$ cat src/rtl/hamming_codec.sv
// hamming_codec: two-stage pipelined Hamming SEC / SEC-DED encoder-decoder with
// valid/ready handshaking on both sides and saturating corrected/uncorrectable counters.
module hamming_codec #(
  parameter int DATA_W = 4,
  parameter int SECDED = 1,
  parameter int CNT_W = 16,
  localparam int R = DATA_W <= 1 ? 2 : DATA_W <= 4 ? 3 : DATA_W <= 11 ? 4 : DATA_W <= 26 ? 5 : DATA_W <= 57 ? 6 : 7,
  localparam int CW = DATA_W + R + SECDED
) (
  input  logic              Clk,
  input  logic              Rst_n,
  input  logic              InValid,
  output logic              InReady,
  input  logic              InMode,
  input  logic [DATA_W-1:0] InData,
  input  logic [CW-1:0]     InCode,
  output logic              OutValid,
  input  logic              OutReady,
  output logic              OutMode,
  output logic [DATA_W-1:0] OutData,
  output logic [CW-1:0]     OutCode,
  output logic [R-1:0]      OutSyndrome,
  output logic              OutCorrected,
  output logic              OutUncorrectable,
  input  logic              CntClear,
  output logic [CNT_W-1:0]  CorrCount,
  output logic [CNT_W-1:0]  UncorrCount
);
  function automatic int data_pos(input int j);
    int p = 2;
    int k = -1;
    while (k < j) begin
      p++;
      if ((p & (p - 1)) != 0) k++;
    end
    return p;
  endfunction

  logic [R-1:0] dpos [DATA_W];
  for (genvar g = 0; g < DATA_W; g++) begin : g_pos
    assign dpos[g] = R'(data_pos(g));
  end

  logic              v1_q, v1_d, mode1_q, mode1_d, o1_q, o1_d;
  logic [CW-1:0]     code1_q, code1_d;
  logic [R-1:0]      s1_q, s1_d;
  logic              v2_q, v2_d, mode2_q, mode2_d, corr2_q, corr2_d, unc2_q, unc2_d;
  logic [CW-1:0]     code2_q, code2_d;
  logic [R-1:0]      syn2_q, syn2_d;
  logic [CNT_W-1:0]  corr_cnt_q, corr_cnt_d, unc_cnt_q, unc_cnt_d;
  logic [R-1:0]      p_enc, p_rx;
  logic [CW-1:0]     code_enc, flip;
  logic              adv1, adv2, hit, dec_corr, dec_unc, fix, hs;

  assign adv2 = !v2_q || OutReady;
  assign adv1 = !v1_q || adv2;
  assign InReady = adv1;

  // Each parity bit is the XOR of the positions of all set data bits, bit-sliced
  always_comb begin
    p_enc = '0;
    p_rx = '0;
    for (int j = 0; j < DATA_W; j++) begin
      p_enc = p_enc ^ (InData[j] ? dpos[j] : '0);
      p_rx = p_rx ^ (InCode[R+j] ? dpos[j] : '0);
    end
    code_enc = CW'({^{InData, p_enc}, InData, p_enc});
    v1_d = adv1 ? InValid : v1_q;
    mode1_d = adv1 ? InMode : mode1_q;
    code1_d = adv1 ? (InMode ? InCode : code_enc) : code1_q;
    s1_d = adv1 ? (InMode ? p_rx ^ InCode[R-1:0] : '0) : s1_q;
    o1_d = adv1 ? InMode && SECDED != 0 && (^InCode) : o1_q;
  end

  always_comb begin
    flip = '0;
    for (int i = 0; i < R; i++) flip[i] = s1_q == R'(1 << i);
    for (int j = 0; j < DATA_W; j++) flip[R+j] = s1_q == dpos[j];
    hit = |flip[DATA_W+R-1:0];
    if (SECDED != 0) flip[CW-1] = o1_q && s1_q == '0;
    dec_corr = SECDED != 0 ? o1_q && (s1_q == '0 || hit) : hit;
    dec_unc = s1_q != '0 && (SECDED != 0 ? !o1_q || !hit : !hit);
    fix = mode1_q && dec_corr;
    v2_d = adv2 ? v1_q : v2_q;
    mode2_d = adv2 ? mode1_q : mode2_q;
    code2_d = adv2 ? code1_q ^ (fix ? flip : '0) : code2_q;
    syn2_d = adv2 ? s1_q : syn2_q;
    corr2_d = adv2 ? fix : corr2_q;
    unc2_d = adv2 ? mode1_q && dec_unc : unc2_q;
    hs = v2_q && OutReady;
    corr_cnt_d = CntClear ? '0 : (hs && corr2_q && corr_cnt_q != '1) ? corr_cnt_q + CNT_W'(1) : corr_cnt_q;
    unc_cnt_d = CntClear ? '0 : (hs && unc2_q && unc_cnt_q != '1) ? unc_cnt_q + CNT_W'(1) : unc_cnt_q;
  end

  always_ff @(posedge Clk) begin
    if (!Rst_n) begin
      v1_q <= 1'b0;
      mode1_q <= 1'b0;
      o1_q <= 1'b0;
      code1_q <= '0;
      s1_q <= '0;
      v2_q <= 1'b0;
      mode2_q <= 1'b0;
      corr2_q <= 1'b0;
      unc2_q <= 1'b0;
      code2_q <= '0;
      syn2_q <= '0;
      corr_cnt_q <= '0;
      unc_cnt_q <= '0;
    end else begin
      v1_q <= v1_d;
      mode1_q <= mode1_d;
      o1_q <= o1_d;
      code1_q <= code1_d;
      s1_q <= s1_d;
      v2_q <= v2_d;
      mode2_q <= mode2_d;
      corr2_q <= corr2_d;
      unc2_q <= unc2_d;
      code2_q <= code2_d;
      syn2_q <= syn2_d;
      corr_cnt_q <= corr_cnt_d;
      unc_cnt_q <= unc_cnt_d;
    end
  end

  assign OutValid = v2_q;
  assign OutMode = mode2_q;
  assign OutCode = code2_q;
  assign OutData = code2_q[R +: DATA_W];
  assign OutSyndrome = syn2_q;
  assign OutCorrected = corr2_q;
  assign OutUncorrectable = unc2_q;
  assign CorrCount = corr_cnt_q;
  assign UncorrCount = unc_cnt_q;
endmodule

$ cat config.mk
export PLATFORM = sky130hd
export DESIGN_NAME = hamming_codec
export DESIGN_NICKNAME = d
export VERILOG_FILES = /design/src/rtl/hamming_codec.sv
export SDC_FILE = /design/constraint.sdc
export NUM_CORES = 1
export LEC_CHECK = 0
export BUFFER_PORTS_ARGS = -buffer_cell sky130_fd_sc_hd__buf_2
export CORE_MARGIN = 8
export CORE_UTILIZATION = 40
export DETAILED_ROUTE_END_ITERATION = 8
export PLACE_DENSITY = 0.72
export REMOVE_ABC_BUFFERS = 1
export SETUP_SLACK_MARGIN = 0.02
export SLEW_MARGIN = 15
export SYNTH_ARGS = -nofsm -noshare
export SYNTH_HDL_FRONTEND = slang
export SYNTH_SLANG_ARGS = --single-unit
$ cat constraint.sdc
create_clock -name Clk -period 2.4 [get_ports Clk]
set_input_delay 0.24 -clock Clk [delete_from_list [all_inputs] [get_ports Clk]]
set_output_delay 0.24 -clock Clk [all_outputs]
set_load 0.01 [all_outputs]
==> run metrics <==
status complete, no violations; antenna viol nets, final 0; CP startpoint kind flip-flop; CP Data Required Time 2.16 ns; maximum clock rate between 400 and 500 MHz; stages on the worst setup path 4; htree depth 3; HP Class in2reg; cts bufs inserted 9; Synthesis Warnings 0; # Post-CTS Setup Buffers 0; DR vias/cell 5.46; post-synthesis register bit count slightly above 60; most frequent cells in the layout buf_2, dfxtp_1, nand2_1; Clock transition at path regs roughly 0.07 ns; initial antenna violation count 0; Final Instance Count excl. Fillers between 500 and 600; DRC 0; family with the most delay on the worst path buffers and inverters; Max Cap Viol 0; clk sinks 61; NetSw 531 uW; Hold Crit Depth 3; crit share post-route 90.1%; CTS resizes 0; first drt pass iteration count 4; vias in the first global route 2820; Filler cells 740; RSZ-0062 raised after global routing no; VDD IR max 0.276 mV; placed cells ~530; Post-Route WL between 7000 and 8000 um; Initial Util a little over 40%; first-pass GRT wire length around 13000 um; Synth async-reset ratio 0%; PortBufs between 60 and 70; GRT Util Overall between 10% and 20%; maximum number of pins on one net before global-route repair 25; Final Hold Fails 0; Setup TNS Final 0 ns; std cell rows 32; PwrDens 619 mW/mm^2; slowest stage delay, CP ~0.41 ns; CP endpoint kind output port; cell-internal power around 1.8 mW; CP arrival about 1.9 ns; cell chain of the critical path nor2b_1 -> and2_1 -> clkinv_1 -> buf_2; grt total ovfl 0; clock root cell clkbuf_8; commonest non-fill, non-tap cell in the layout buf_2; core area approximately 0.0076 sq mm; share of power burned in registers approximately 47%; cts hold-fix bufs 0; fin util 49.4%; clock power share between 40 and 50%; Netlist cell types 44; Top FF cell, synth dfxtp_1; Bufs and invs on worst path 2; Worst R2R Path Depth 4; io pins 70; Post-synth EDFFs 0; share of power burned in combinational logic a little under 9%; Die H between 100 and 150 um; GPL Wtd Cong 0.812; Max-slew headroom a little under half; Clock Latency Late Sink 0.33 ns; post-DP HPWL 5780 um; initial drt markers 96; Crit Path Category reg2out; # nets final 455; sw frac between 20% and 30%; Tightest Pin Transition slightly below 0.8 ns; footprint of the multi-input gates ~0.0017 sq mm; full die area 0.0107 sq mm; Sequential Area 0.00122 sq mm; Worst path slowest cell dfxtp_1; Final Max Tran Viols 0; Placed Area around 0.0035 sq mm; share of cells above drive strength 1 22.7%; CTS tree built; min Tclk post-route between 2 and 2.5 ns; final instance area about 0.0037 sq mm; CP max FO 19; final setup fails 0; Horiz. Die Dim 104 um; leakage about 1.4 nW; synthesized area per cell around 8.4 sq um; synthesized cell area between 0.003 and 0.004 sq mm; Wirelength per Cell 14.1 um; Max Root-Sink Buffers 2; Synth Instances ~370; post-synthesis sequential area ratio 39.7%; Area Growth Syn to Fin 21.6%; clk_skew 0.0124 ns; routed via count ~3000; ANT cells 0
==> worst register-to-register path, stage by stage, from the launching register on <==
cell	delay, ns
dfxtp_1	0.44
nand4_2	0.20
or4b_4	0.61
or4_1	0.49
a21oi_1	0.15
==> metal layers <==
layer  global-route usage [%]  wire length, um  vias up  part of all wire [%]
met2                     24.0             3690       70                    48
met4                     6.72              121        0                   1.6
li1                         -                -     1505                     -
met1                     16.7             3530     1373                    46
met3                     2.79              295        9                   3.9
met5                        0                0        -                     0
==> synth_stat cells (2+ instances only) <==
cell | instances | area share, %
and4_1 | 7 | 2.0
and4b_1 | 2 | 0.65
or2_2 | 3 | 0.61
a311oi_1 | 6 | 1.7
o31ai_1 | 9 | 2.2
dfxtp_1 | 61 | 40
nor2_1 | 27 | 3.3
o21ai_0 | 18 | 2.9
a31oi_1 | 3 | 0.61
buf_2 | 4 | 0.65
a21oi_1 | 32 | 5.2
clkbuf_1 | 11 | 1.3
nor3_1 | 11 | 1.8
a2bb2oi_1 | 3 | 0.86
o41ai_1 | 2 | 0.57
buf_4 | 4 | 0.98
nand2b_1 | 4 | 0.81
xnor2_1 | 19 | 5.4
nor4_1 | 5 | 1.0
ha_1 | 2 | 0.81
or4_2 | 2 | 0.57
mux2i_1 | 13 | 4.2
nand4_1 | 5 | 1.0
and3_1 | 8 | 1.6
a211oi_1 | 13 | 3.2
or4_1 | 10 | 2.4
nand2_1 | 38 | 4.6
or3_1 | 9 | 1.8
nand3_1 | 17 | 2.8
inv_1 | 5 | 0.61
==> stage by stage <==
stage	setup slack [ns]	hold WS (ns)	total power [mW]
global route	0.0237	0.153	2.40
finish	0.238	0.137	2.31
detailed placement	0.477	0.449	1.30
global placement	0.542	0.440	1.30
floorplan	0.0896	0.361	1.22
CTS	0.228	0.129	2.32
==> area by class of cell <==
type                    instances  share of cell area [%]
flip-flops and latches         61                    32.7
inverters                       6                   0.603
clock inverters                 4                    1.88
multi-input cells             280                    46.4
clock buffers                  12                    4.15
well taps                     102                    3.42
repair buffers                 77                    10.9
==> state kept, by name (all words and copies together) (netlist names) <==
signal	count
OutCorrected	1
code1_q	8
OutMode	1
OutValid	1
OutCode	8
OutUncorrectable	1
o1_q	1
s1_q	3
mode1_q	1
UncorrCount	16
CorrCount	16
OutSyndrome	3
v1_q	1
==> power groups by stage <==
stage,combinational [mW],sequential (mW),clock (mW)
after detailed placement,0.205,1.10,0
after global routing,0.223,1.08,1.09
final,0.202,1.08,1.03
after floorplan,0.120,1.10,0
after global placement,0.202,1.10,0
after CTS,0.206,1.08,1.04
==> final timing paths <==
check                           slack (ns)      startpoint             end
worst max-delay path                  0.24        OutValid         InReady
worst min-delay path                  0.14         InValid            v1_q
worst max register to register        0.46    CorrCount[5]   CorrCount[11]
worst min register to register        0.46  OutSyndrome[2]  OutSyndrome[2]
==> cells by family (layout without fill, tap and decap cells) <==
kind of cell	Yosys count	in the layout	synth area share (%)
and+or+nand+nor	156	156	27.5
AOI/OAI and AO/OA	90	90	18.5
DFF	61	61	39.7
buffers and inverters	26	99	3.83
muxes	13	13	4.23
adders and majority gates	2	2	0.814
xor gates and xnor gates	19	19	5.42
No activity file was read; power rests on OpenSTA's default activity.
